==> src/rtl/acs_array_if.sv <==
// acs_array_if: step-level bus between the branch-metric unit, the ACS array and traceback.
// master drives branch metrics in; slave (the ACS array) returns decisions and metrics.
interface acs_array_if #(
    parameter int unsigned K        = 3,
    parameter int unsigned BM_W     = 4,
    parameter int unsigned PM_W     = 8,
    parameter int unsigned TB_DEPTH = 8
);
    localparam int unsigned NUM_STATES = 1 << (K - 1);
    localparam int unsigned PTR_W      = (TB_DEPTH > 1) ? $clog2(TB_DEPTH) : 1;

    logic                         valid_in;
    logic                         sof;
    logic [4*BM_W-1:0]            bm_in;
    logic                         valid_out;
    logic [NUM_STATES-1:0]        decisions;
    logic [PTR_W-1:0]             write_ptr_out;
    logic [NUM_STATES*PM_W-1:0]   path_metrics;
    logic [K-2:0]                 best_state;
    logic [PM_W-1:0]              best_metric;
    logic                         norm_flag;

    modport master (
        output valid_in, sof, bm_in,
        input  valid_out, decisions, write_ptr_out, path_metrics,
               best_state, best_metric, norm_flag
    );

    modport slave (
        input  valid_in, sof, bm_in,
        output valid_out, decisions, write_ptr_out, path_metrics,
               best_state, best_metric, norm_flag
    );
endinterface

==> src/rtl/acs_array.sv <==
// acs_array: parametrised add-compare-select array for a rate-1/2 Viterbi decoder.
// Holds the path metrics, emits one survivor-decision vector per trellis step.
// Optional feature macro: ACS_NORM_EN (threshold metric normalisation).
module acs_array #(
    parameter int unsigned K        = 3,
    parameter int unsigned G0       = 7,
    parameter int unsigned G1       = 5,
    parameter int unsigned BM_W     = 4,
    parameter int unsigned PM_W     = 8,
    parameter int unsigned TB_DEPTH = 8
) (
    input  logic       clk,
    input  logic       rst,
    acs_array_if.slave bus
);
    localparam int unsigned S_W        = K - 1;
    localparam int unsigned NUM_STATES = 1 << S_W;
    localparam int unsigned PTR_W      = (TB_DEPTH > 1) ? $clog2(TB_DEPTH) : 1;
    localparam int unsigned PMV_W      = NUM_STATES * PM_W;
    localparam logic [K-1:0]    G0_V   = K'(G0);
    localparam logic [K-1:0]    G1_V   = K'(G1);
    localparam logic [PM_W-1:0] INIT   = PM_W'(1 << (PM_W - 2));

    // Known-start metric vector: state 0 certain, every other state equally unlikely.
    function automatic logic [PMV_W-1:0] start_metrics();
        logic [PMV_W-1:0] v;
        v = '0;
        for (int s = 1; s < NUM_STATES; s++) begin
            v[s*PM_W +: PM_W] = INIT;
        end
        return v;
    endfunction

    localparam logic [PMV_W-1:0] PM_START = start_metrics();

    // Encoder output {c0,c1} for leaving state s with input bit u.
    function automatic logic [1:0] codeword(input logic [S_W-1:0] s, input logic u);
        logic [K-1:0] e;
        e = {u, s};
        return {^(e & G0_V), ^(e & G1_V)};
    endfunction

    logic [PMV_W-1:0]      pm_q;
    logic [PMV_W-1:0]      prev_pm;
    logic [PMV_W-1:0]      new_pm;
    logic [PMV_W-1:0]      norm_pm;
    logic [NUM_STATES-1:0] dec_c;
    logic [NUM_STATES-1:0] dec_q;
    logic [PTR_W-1:0]      next_ptr_q;
    logic [PTR_W-1:0]      step_ptr;
    logic [PTR_W-1:0]      ptr_q;
    logic [PM_W-1:0]       min_pm;
    logic [PM_W-1:0]       best_metric_c;
    logic [PM_W-1:0]       best_metric_q;
    logic [S_W-1:0]        min_state;
    logic [S_W-1:0]        best_state_q;
    logic                  norm_c;
    logic                  norm_q;
    logic                  valid_q;

    // Frame start swaps in the known-start metrics and restarts the traceback column.
    // Reset leaves pm_q/next_ptr_q in exactly that state, so the first step after
    // reset behaves as a frame start without extra tracking.
    assign prev_pm  = bus.sof ? PM_START : pm_q;
    assign step_ptr = bus.sof ? '0 : next_ptr_q;

    for (genvar g = 0; g < NUM_STATES; g++) begin : g_acs
        localparam int unsigned P0  = (2 * g) % NUM_STATES;
        localparam int unsigned P1  = P0 + 1;
        localparam logic        U   = 1'(g >> (S_W - 1));
        localparam int unsigned CW0 = 32'(codeword(S_W'(P0), U));
        localparam int unsigned CW1 = 32'(codeword(S_W'(P1), U));

        logic [PM_W:0]   sum0;
        logic [PM_W:0]   sum1;
        logic [PM_W-1:0] cand0;
        logic [PM_W-1:0] cand1;
        logic [PM_W-1:0] sel_pm;
        logic            sel_dec;

        // Saturating add on both incoming branches, keep the smaller; ties go to p0.
        always_comb begin
            sum0    = {1'b0, prev_pm[P0*PM_W +: PM_W]} + (PM_W+1)'(bus.bm_in[CW0*BM_W +: BM_W]);
            sum1    = {1'b0, prev_pm[P1*PM_W +: PM_W]} + (PM_W+1)'(bus.bm_in[CW1*BM_W +: BM_W]);
            cand0   = sum0[PM_W] ? '1 : sum0[PM_W-1:0];
            cand1   = sum1[PM_W] ? '1 : sum1[PM_W-1:0];
            sel_pm  = cand0;
            sel_dec = 1'b0;
            if (cand1 < cand0) begin
                sel_pm  = cand1;
                sel_dec = 1'b1;
            end
        end

        assign new_pm[g*PM_W +: PM_W] = sel_pm;
        assign dec_c[g]               = sel_dec;
    end

    // Minimum of the new metrics; strict compare keeps the lowest index on ties.
    always_comb begin
        min_pm    = new_pm[PM_W-1:0];
        min_state = '0;
        for (int s = 1; s < NUM_STATES; s++) begin
            if (new_pm[s*PM_W +: PM_W] < min_pm) begin
                min_pm    = new_pm[s*PM_W +: PM_W];
                min_state = S_W'(s);
            end
        end
    end

`ifdef ACS_NORM_EN
    localparam logic [PM_W-1:0] HALF = PM_W'(1 << (PM_W - 1));

    // Once even the best path has crossed half range, pull every metric down by it.
    always_comb begin
        norm_c        = (min_pm >= HALF);
        norm_pm       = new_pm;
        best_metric_c = min_pm;
        if (norm_c) begin
            for (int s = 0; s < NUM_STATES; s++) begin
                norm_pm[s*PM_W +: PM_W] = new_pm[s*PM_W +: PM_W] - HALF;
            end
            best_metric_c = min_pm - HALF;
        end
    end
`else
    // No normalisation: metrics simply saturate at full scale.
    assign norm_c        = 1'b0;
    assign norm_pm       = new_pm;
    assign best_metric_c = min_pm;
`endif

    // Step registers: everything advances together on an accepted step and holds otherwise.
    always_ff @(posedge clk or negedge rst) begin
        if (!rst) begin
            pm_q          <= PM_START;
            valid_q       <= 1'b0;
            dec_q         <= '0;
            ptr_q         <= '0;
            next_ptr_q    <= '0;
            best_state_q  <= '0;
            best_metric_q <= '0;
            norm_q        <= 1'b0;
        end else begin
            valid_q <= bus.valid_in;
            if (bus.valid_in) begin
                pm_q          <= norm_pm;
                dec_q         <= dec_c;
                ptr_q         <= step_ptr;
                next_ptr_q    <= (step_ptr == PTR_W'(TB_DEPTH - 1)) ? '0 : step_ptr + PTR_W'(1);
                best_state_q  <= min_state;
                best_metric_q <= best_metric_c;
                norm_q        <= norm_c;
            end
        end
    end

    assign bus.valid_out     = valid_q;
    assign bus.decisions     = dec_q;
    assign bus.write_ptr_out = ptr_q;
    assign bus.path_metrics  = pm_q;
    assign bus.best_state    = best_state_q;
    assign bus.best_metric   = best_metric_q;
    assign bus.norm_flag     = norm_q;
endmodule

==> src/flat_wrapper.sv <==
// flat-port wrapper written by rule: the top's interface ports become plain ports
module acs_array_flat 
#(
    parameter int unsigned K        = 3,
    parameter int unsigned G0       = 7,
    parameter int unsigned G1       = 5,
    parameter int unsigned BM_W     = 4,
    parameter int unsigned PM_W     = 8,
    parameter int unsigned TB_DEPTH = 8
)
  (clk, rst, bus_valid_in, bus_sof, bus_bm_in, bus_valid_out, bus_decisions, bus_write_ptr_out, bus_path_metrics, bus_best_state, bus_best_metric, bus_norm_flag);
  acs_array_if #(.K(K), .BM_W(BM_W), .PM_W(PM_W), .TB_DEPTH(TB_DEPTH)) bus_i ();
  input  logic clk;
  input  logic rst;
  input wire logic [$bits(bus_i.valid_in)-1:0] bus_valid_in;
  input wire logic [$bits(bus_i.sof)-1:0] bus_sof;
  input wire logic [$bits(bus_i.bm_in)-1:0] bus_bm_in;
  output wire logic [$bits(bus_i.valid_out)-1:0] bus_valid_out;
  output wire logic [$bits(bus_i.decisions)-1:0] bus_decisions;
  output wire logic [$bits(bus_i.write_ptr_out)-1:0] bus_write_ptr_out;
  output wire logic [$bits(bus_i.path_metrics)-1:0] bus_path_metrics;
  output wire logic [$bits(bus_i.best_state)-1:0] bus_best_state;
  output wire logic [$bits(bus_i.best_metric)-1:0] bus_best_metric;
  output wire logic [$bits(bus_i.norm_flag)-1:0] bus_norm_flag;
  assign bus_i.valid_in = bus_valid_in;
  assign bus_i.sof = bus_sof;
  assign bus_i.bm_in = bus_bm_in;
  assign bus_valid_out = bus_i.valid_out;
  assign bus_decisions = bus_i.decisions;
  assign bus_write_ptr_out = bus_i.write_ptr_out;
  assign bus_path_metrics = bus_i.path_metrics;
  assign bus_best_state = bus_i.best_state;
  assign bus_best_metric = bus_i.best_metric;
  assign bus_norm_flag = bus_i.norm_flag;
  acs_array #(.K(K), .G0(G0), .G1(G1), .BM_W(BM_W), .PM_W(PM_W), .TB_DEPTH(TB_DEPTH)) u_core (.clk(clk), .rst(rst), .bus(bus_i));
endmodule
==> config.mk <==
export PLATFORM = sky130hd
export DESIGN_NAME = acs_array_flat
export DESIGN_NICKNAME = d
export VERILOG_FILES = /design/src/rtl/acs_array_if.sv /design/src/rtl/acs_array.sv /design/src/flat_wrapper.sv
export SDC_FILE = /design/constraint.sdc
export NUM_CORES = 1
export LEC_CHECK = 0
export CAP_MARGIN = 15
export CELL_PAD_IN_SITES_DETAIL_PLACEMENT = 2
export CELL_PAD_IN_SITES_GLOBAL_PLACEMENT = 2
export CORE_MARGIN = 10
export CORE_UTILIZATION = 38
export CTS_BUF_LIST = sky130_fd_sc_hd__clkbuf_2
export DETAILED_ROUTE_END_ITERATION = 10
export GPL_ROUTABILITY_DRIVEN = 0
export GPL_TIMING_DRIVEN = 0
export PLACE_DENSITY_LB_ADDON = 0.3
export SETUP_SLACK_MARGIN = 0.2
export SYNTH_ARGS = -nofsm -noshare
export SYNTH_HDL_FRONTEND = slang
export SYNTH_SLANG_ARGS = --single-unit
==> constraint.sdc <==
create_clock -name clk -period 23.3 [get_ports clk]
set_input_delay 5.825 -clock clk [delete_from_list [all_inputs] [get_ports clk]]
set_output_delay 5.825 -clock clk [all_outputs]
set_load 0.1 [all_outputs]
### Word-level counts from Yosys, hierarchy flattened

Cells that the tools add are included.

| storage, ports and cells | value |
|---|---|
| register bits after elaboration | 53 |

| cells by class | value |
|---|---|
| add/sub/neg operators | 9 |
| equality and inequality tests | 1 |
| multiplexer cells | 25 |
| $lt $le $gt $ge | 7 |

Operators by type and width:

| operator | number |
|---|---|
| 8-bit two-way mux | 15 |
| 8-bit by 4-bit adder with 9-bit output | 8 |
| 8-bit less-than comparator | 7 |
| 32-bit two-way mux | 1 |
| 3-bit two-way mux | 2 |
| 1-bit two-way mux | 5 |
| 2-bit two-way mux | 2 |
| 3-bit by 1-bit adder with 3-bit output, second input constant | 1 |
| 3-bit equality test, second input constant | 1 |

### Depth between registers and ports, before layout

| depth | value |
|---|---|
| word-level depth | 11 |
| depth in mapped cells | 57 |
| depth with buffers taken out | 48 |

### Least setup slack after synthesis

Ideal clock, no wire load.

| timing path | value |
|---|---|
| path kind | input-to-reg |
| from | input port bus_sof |
| to | register u_core.best_metric_q[3] (netlist: u_core.bus.best_metric[3]) |
| arrival | 15.857 ns |
| buffers on the path | 9 |
| slack | 7.305 ns |
| stages on the path | 51 |
| library setup time | 0.139 ns |
| cells stage by stage | buf_6 -> buf_6 -> buf_2 -> clkbuf_1 -> clkbuf_1 -> buf_1 -> clkbuf_1 -> nor2b_1 -> ha_1 -> ha_1 -> a221oi_1 -> o31a_2 -> nor2_1 -> or3_1 -> ha_1 -> a21oi_1 -> nand2b_1 -> o31a_1 -> [... 15 more ...] -> a21o_1 -> a21o_1 -> a21oi_1 -> nand2_1 -> or2_2 -> nor3b_1 -> a221oi_4 -> mux2_4 -> ha_1 -> a21o_1 -> a21o_1 -> a21oi_1 -> nand2_1 -> a21o_1 -> o31ai_2 -> or2_1 -> buf_2 -> o221ai_2 |

| on the way | value |
|---|---|
| cells in the longest elaborated chain, start to end | 11 |

Ends and longest elaborated chain:

| item | RTL line | text |
|---|---|---|
| start, declared | flat_wrapper.sv:16 | `input wire logic [$bits(bus_i.sof)-1:0] bus_sof;` |
| 32-bit two-way mux * | acs_array.sv:64 | `assign prev_pm = bus.sof ? PM_START : pm_q;` |
| 8-bit by 4-bit adder with 9-bit output (on tied branches) | acs_array.sv:84, acs_array.sv:83 |  |
| 8-bit two-way mux (on tied branches) | acs_array.sv:86, acs_array.sv:85 |  |
| 8-bit less-than comparator | acs_array.sv:89 | `if (cand1 < cand0) begin` |
| 8-bit two-way mux * | acs_array.sv:89 |  |
| net u_core.g_acs[1].sel_pm[4] | acs_array.sv:78 | `logic [PM_W-1:0] sel_pm;` |
| 8-bit less-than comparator | acs_array.sv:104 | `if (new_pm[s*PM_W +: PM_W] < min_pm) begin` |
| 8-bit two-way mux * | acs_array.sv:104 |  |
| 8-bit less-than comparator | acs_array.sv:104 |  |
| 8-bit two-way mux * | acs_array.sv:104 |  |
| 8-bit less-than comparator | acs_array.sv:104 |  |
| 8-bit two-way mux * | acs_array.sv:104 |  |
| end signal, assigned | acs_array.sv:152 | `best_metric_q <= best_metric_c;` |
| end, declared | acs_array.sv:54 | `logic [PM_W-1:0] best_metric_q;` |

The timed path passes the listed nets; every way through them passes the cells marked *.
A chain may end at the register's enable or synchronous reset.

### Final worst setup path

| timing path | value |
|---|---|
| from | input port bus_sof |
| to | register u_core.best_metric_q[6] (netlist: u_core.bus.best_metric[6]) |

Same word-level chain as after synthesis.

==> impl_results.md <==
- Worst EP arrival: between 20 and 25 ns
- R2R depth: 45
- Gr ovfl total: 0
- Largest net degree at the start of global routing: 34
- Die W: between 150 and 200 um
- Net count reported at finish: 1,013
- Router iterations before antenna repair: 5
- Final period util: 85.4%
- Top FF cell, synth: dfrtp_1
- Critical path's slowest cell: clkbuf_1
- Synth Cell Area: between 0.006 and 0.007 mm^2
- Sequential fraction of the synthesis area: 19.7%
- Root buffer cell: clkbuf_2
- Worst min path class: flip-flop to flip-flop
- Die footprint: 0.0235 mm^2
- Clk pin slew, worst setup/hold paths: 0.33 ns
- CTS resizes: 0
- RSZ-0062 raised after global routing: no
- Outcome: completed
- Slew @ Worst Pin: 0.989 ns
- Clock Path Buffers: 2
- Drc violations: 0
- Core area: 0.0174 mm^2
- Ranking of synthesized cells by area: dfrtp_1 (18%), ha_1 (13%), mux2_2 (5.3%), nor2_1 (4.8%), mux2i_1 (4.7%)
- Final setup vio count: 0
- Syn_nets: roughly 940
- Vias: about 7k
- RR Startpoint: u_core.bus.path_metrics[25]$_DFFE_PN0P_
- TritonCTS clock tree: done
- Layout Skew: between 0.01 and 0.015 ns
- Fill cells: 2,047
- GRT Total Usage: 23.5%
- Multi-input logic area: 0.00495 mm^2
- Initial antenna violation count: 3
- CP endpoint kind: flip-flop
- # hold bufs at CTS: 0
- Setup crit end: u_core.bus.best_metric[6]$_DFFE_PN0P_
- Buffers on Ports: 66
- Slew margin rel.: 33.8%
- Final wirelength: 28,300 um
- EDFF count, synth: 0
- Kind of critical path: input port to flip-flop
- Placed cell count: 1,142
- Worst skew pair latency: 0.58 ns
- Initial drt markers: 357
- Post-layout min period: 19.90 ns
- Post-Synthesis Cells: 850
- Postcts setup bufs: 0
- Die Ht: about 150 um
- Detailed Place HPWL: ~23,000 um
- Fin. max-slew vios: 0
- R2r setup slk: 11.67 ns
- Final hold vios: 0
- Critical Path Fanout Max: 10
- CTS H-tree depth: 2
- Num CTS Buffers: 5
- Post-Layout Cell Count: 1,151
- First-pass GRT wire length: 44,400 um
- Clk sinks: 53
- Site row count: between 40 and 50
- Max-cap violation count: 0
- Antenna viol nets, final: 0
- Netlist cell types: 89
- Fmax: approximately 50 MHz
- DR WL/cell: 24.6 um
- Yosys warns: 0
- Critical Path RT: 23.79 ns
- Area delta synth->final: 15.3%
- Largest area contributor in the netlist: dfrtp_1
- Top cell type's share of synthesized area: 18.5%
- Number of global-route vias before repair: 7,560
- Share of cells above drive strength 1: 11.1%
- Via density: 6.08
- Post-synth ARST share: 100%
- Critical path origin: bus_sof
- Sequential cell area: 0.00133 mm^2
- Crit path largest cell delay: 0.64 ns
- Initial core utilization: 39.0%
- Reg-to-Reg End: u_core.bus.best_metric[6]$_DFFE_PN0P_
- Setup TNS: 0 ns
- Cell repeated most along the worst path: a21o_1
- Synthesized area per cell: 7.96 um^2
- Io pins: 71
- #FFs+latches synth: 53
- Crit start category: input port
==> worst max-delay path: cells and delay by family <==
family                   cells  cell delay [ns]
AO/OA/AOI/OAI               22             5.36
adder cells (fa/ha/maj)      6             1.61
buffers and inverters       11             4.54
AND/OR/NAND/NOR             11             2.33
multiplexers                 2             0.69
==> layout make-up <==
class	instances	area share (%)
clock inverters	3	0.610
well taps	225	3.61
multi-input cells	686	63.5
flip-flops and latches	53	17.1
clock buffers	5	0.321
diodes	1	0.0321
inverters	68	3.27
repair buffers	67	8.67
plain buffers	43	2.89
==> kinds of logic after synthesis <==
kind of cell,synth area share [%]
and+or+nand+nor,18.5
AOI/OAI and AO/OA,26.1
buffers and inverters,7.10
adders and majority gates,13.5
muxes,11.1
DFF,19.7
xor gates and xnor gates,3.88
other,0.0554
==> sequential cells by signal (all words and copies together) (netlist names) <==
| name | flops |
|---|---|
| u_core.bus.decisions | 4 |
| u_core.bus.best_state | 2 |
| u_core.bus.best_metric | 8 |
| u_core.bus.write_ptr_out | 3 |
| u_core.bus.valid_out | 1 |
| u_core.next_ptr_q | 3 |
| u_core.bus.path_metrics | 32 |
==> per-layer routing <==
metal | vias up | share of wire [%] | global-route usage, %
li1 | 3187 | - | -
met1 | 3598 | 45 | 30.3
met2 | 171 | 48 | 39.4
met3 | 40 | 4.7 | 3.90
met4 | 0 | 2.0 | 6.48
met5 | - | 0 | 0
==> worst min path at each step <==
stage	startpoint	to	slack, ns	depth (start not counted)
6_report	u_core.next_ptr_q[0]$_DFFE_PN0P_	u_core.next_ptr_q[0]$_DFFE_PN0P_	0.55	1
5_1_grt	u_core.next_ptr_q[0]$_DFFE_PN0P_	u_core.next_ptr_q[0]$_DFFE_PN0P_	0.56	1
4_1_cts	u_core.next_ptr_q[1]$_DFFE_PN0P_	u_core.next_ptr_q[1]$_DFFE_PN0P_	0.55	1
3_5_place_dp	u_core.next_ptr_q[0]$_DFFE_PN0P_	u_core.next_ptr_q[0]$_DFFE_PN0P_	0.49	1
3_3_place_gp	u_core.next_ptr_q[0]$_DFFE_PN0P_	u_core.next_ptr_q[0]$_DFFE_PN0P_	0.47	1
2_1_floorplan	u_core.next_ptr_q[0]$_DFFE_PN0P_	u_core.next_ptr_q[0]$_DFFE_PN0P_	0.46	1
==> cell usage in the layout (no fill, tap or decap), drive strengths merged, types with 4 or more instances in the layout <==
cell type	instances
nor3	19
o21bai	6
nand2b	8
clkdlybuf4s50	65
clkbuf	21
maj3	5
nand2	64
inv	70
a21boi	5
o221ai	7
a21oi	66
and2	7
or2	5
nand4	4
a22oi	6
and3	7
ha	69
o21a	10
nor2b	30
o21ai	60
a21o	22
a31oi	5
o22ai	10
buf	29
nor2	88
o211ai	11
mux2	37
xor2	15
mux2i	32
o31a	6
a211oi	8
dfrtp	50
nand3	15
xnor2	15
==> per-stage QoR <==
stage	instance area, um^2	utilization [%]	hold WS [ns]	setup slack [ns]
2_1_floorplan	6760	-	0.456	7.30
3_3_place_gp	7710	44.4	0.466	3.33
3_5_place_dp	7720	44.5	0.493	2.77
4_1_cts	7790	44.9	0.552	3.43
5_1_grt	7800	44.9	0.558	2.70
6_report	7800	44.9	0.548	3.40
==> Yosys cell counts (all sizes together), types with 8 or more instances <==
library cell	number
o21ai	60
xor2	15
ha	69
clkbuf	16
o21a	10
nor2b	30
mux2i	32
dfrtp	50
a21o	22
o22ai	10
inv	68
o211ai	11
nor3	19
a21oi	66
nor2	88
buf	27
xnor2	15
a211oi	8
nand2	64
nand2b	8
nand3	15
mux2	37
Power is not shown: default switching activity piles up to over one toggle a cycle in this logic, so the estimate is an artifact.
==> RTL edit: new RTL, same flow settings <==
`G0` is set to 7 in 2 places; all go to 5.
--- a/src/rtl/acs_array.sv
+++ b/src/rtl/acs_array.sv
@@ -3,7 +3,7 @@
 // Optional feature macro: ACS_NORM_EN (threshold metric normalisation).
 module acs_array #(
     parameter int unsigned K        = 3,
-    parameter int unsigned G0       = 7,
+    parameter int unsigned G0       = 5,
     parameter int unsigned G1       = 5,
     parameter int unsigned BM_W     = 4,
     parameter int unsigned PM_W     = 8,
--- a/src/flat_wrapper.sv
+++ b/src/flat_wrapper.sv
@@ -2,7 +2,7 @@
 module acs_array_flat 
 #(
     parameter int unsigned K        = 3,
-    parameter int unsigned G0       = 7,
+    parameter int unsigned G0       = 5,
     parameter int unsigned G1       = 5,
     parameter int unsigned BM_W     = 4,
     parameter int unsigned PM_W     = 8,
Function: changed (Yosys sat finds a counterexample within 4 cycles, from zero or initial values and one cycle with rst low).
==> RTL edit against the unedited design <==
Area after synthesis down 4.2%. Hold slack worse by 0.014 ns. Cell count down 3.2%. Setup slack better by 0.048 ns. Routed wire length up 1.2%. Critical path depth down 5. Utilization down 0.29 points. Sequential cell count unchanged. Final area down 4.7%. Clock skew up 0.065 ns. Register-to-register slack better by 0.14 ns. Critical endpoint is now u_core.bus.best_metric[7].
Power is not shown: default switching activity piles up to over one toggle a cycle in this logic, so the estimate is an artifact.
==> RTL edit: results (changes against the unedited design) <==
port_buffers: 61  # -7.6%
reg2reg_depth: 41  # -8.9%
grt_use_met3_pct: 4.44  # +0.54 points
met1_length_um: 12700  # -1.3%
grt_pass1_wl_um: 44300  # -0.23%
num_vias: 6884  # -1.6%
grt_pass1_vias: 7600  # +0.53%
critPathArrivalTime_ns: 20.29  # -0.10 ns
grt_use_total_pct: 25.1  # +1.6 points
reg2reg_slack_ns: 11.81  # +0.14 ns
synth.area.top_cells: "dfrtp_1 19%, ha_1 13%, a21oi_1 5.4%"
seq_area_frac_synth_pct: 20.5  # +0.87 points
grt_max_degree: 37  # +8.8%
synthAdderAreaFrac_pct: 14.9  # +1.4 points
dp_hpwl_um: 22800  # -0.18%
wl_met2_um: 13900  # +2.1%
synth_cells: 823  # -3.2%
drtIter0Drc: 413  # +16%
wl_per_cell_um: 25.7  # +4.5%
synthMuxAreaShare_pct: 8.23  # -2.9 points
root_buffer: "clkbuf_2"
ys_types: 86  # -3.4%
dpl.cell_count: 1105  # -3.2%
whs_ns: 0.534  # -0.0140 ns
path_clk_slew_ns: 0.31  # -0.02 ns
fillers: 1934  # -5.5%
slew_headroom_pct: 27.5  # -6.4 points
fin_crit_ns: 19.85  # -0.0483 ns
drive_above_1_share_pct: 9.29  # -1.8 points
placed_area_um2: 7380  # -4.4%
status: "completed"
synth-xor-area-share_pct: 4.04  # +0.15 points
syn_nets: 912  # -2.9%
synth_common_cells: "77 x nor2_1, 70 x a21oi_1, 70 x o21ai_0"
met2_usage_pct: 42.8  # +3.4 points
place_ws_ns: 3.34  # +0.569 ns
cpPeakStageDelay_ns: 0.88  # +0.24 ns
## RTL edit: cell count changes after synthesis, sizes merged, moves of 8 or more
| cell | unedited run | this run |
|---|---|---|
| o21ai | 60 | 79 |
| inv | 68 | 50 |
| mux2i | 32 | 21 |
| buf | 27 | 18 |
| mux2 | 37 | 28 |
| nor2 | 88 | 79 |
| nand2b | 8 | 16 |
## RTL edit: worst register-to-register path: cells and delay by family (launching register included)
kind | cells | cell delay, ns
compound gates | 21 | 4.94
xor+xnor | 1 | 0.13
fa+ha+maj | 5 | 1.57
buf+inv | 5 | 1.06
flops | 1 | 0.43
mux | 2 | 0.89
simple gates | 7 | 2.31
## RTL edit: cell type report
cell class                 instances  share of cell area [%]
antenna                            1                  0.0337
clock buffer                       5                   0.337
tap                              220                    3.71
inverter                          50                    2.53
sequential                        53                    17.9
multi-input combinational        679                    64.2
timing repair buffer              62                    8.42
buffer                            41                    2.56
clock inverter                     3                   0.286
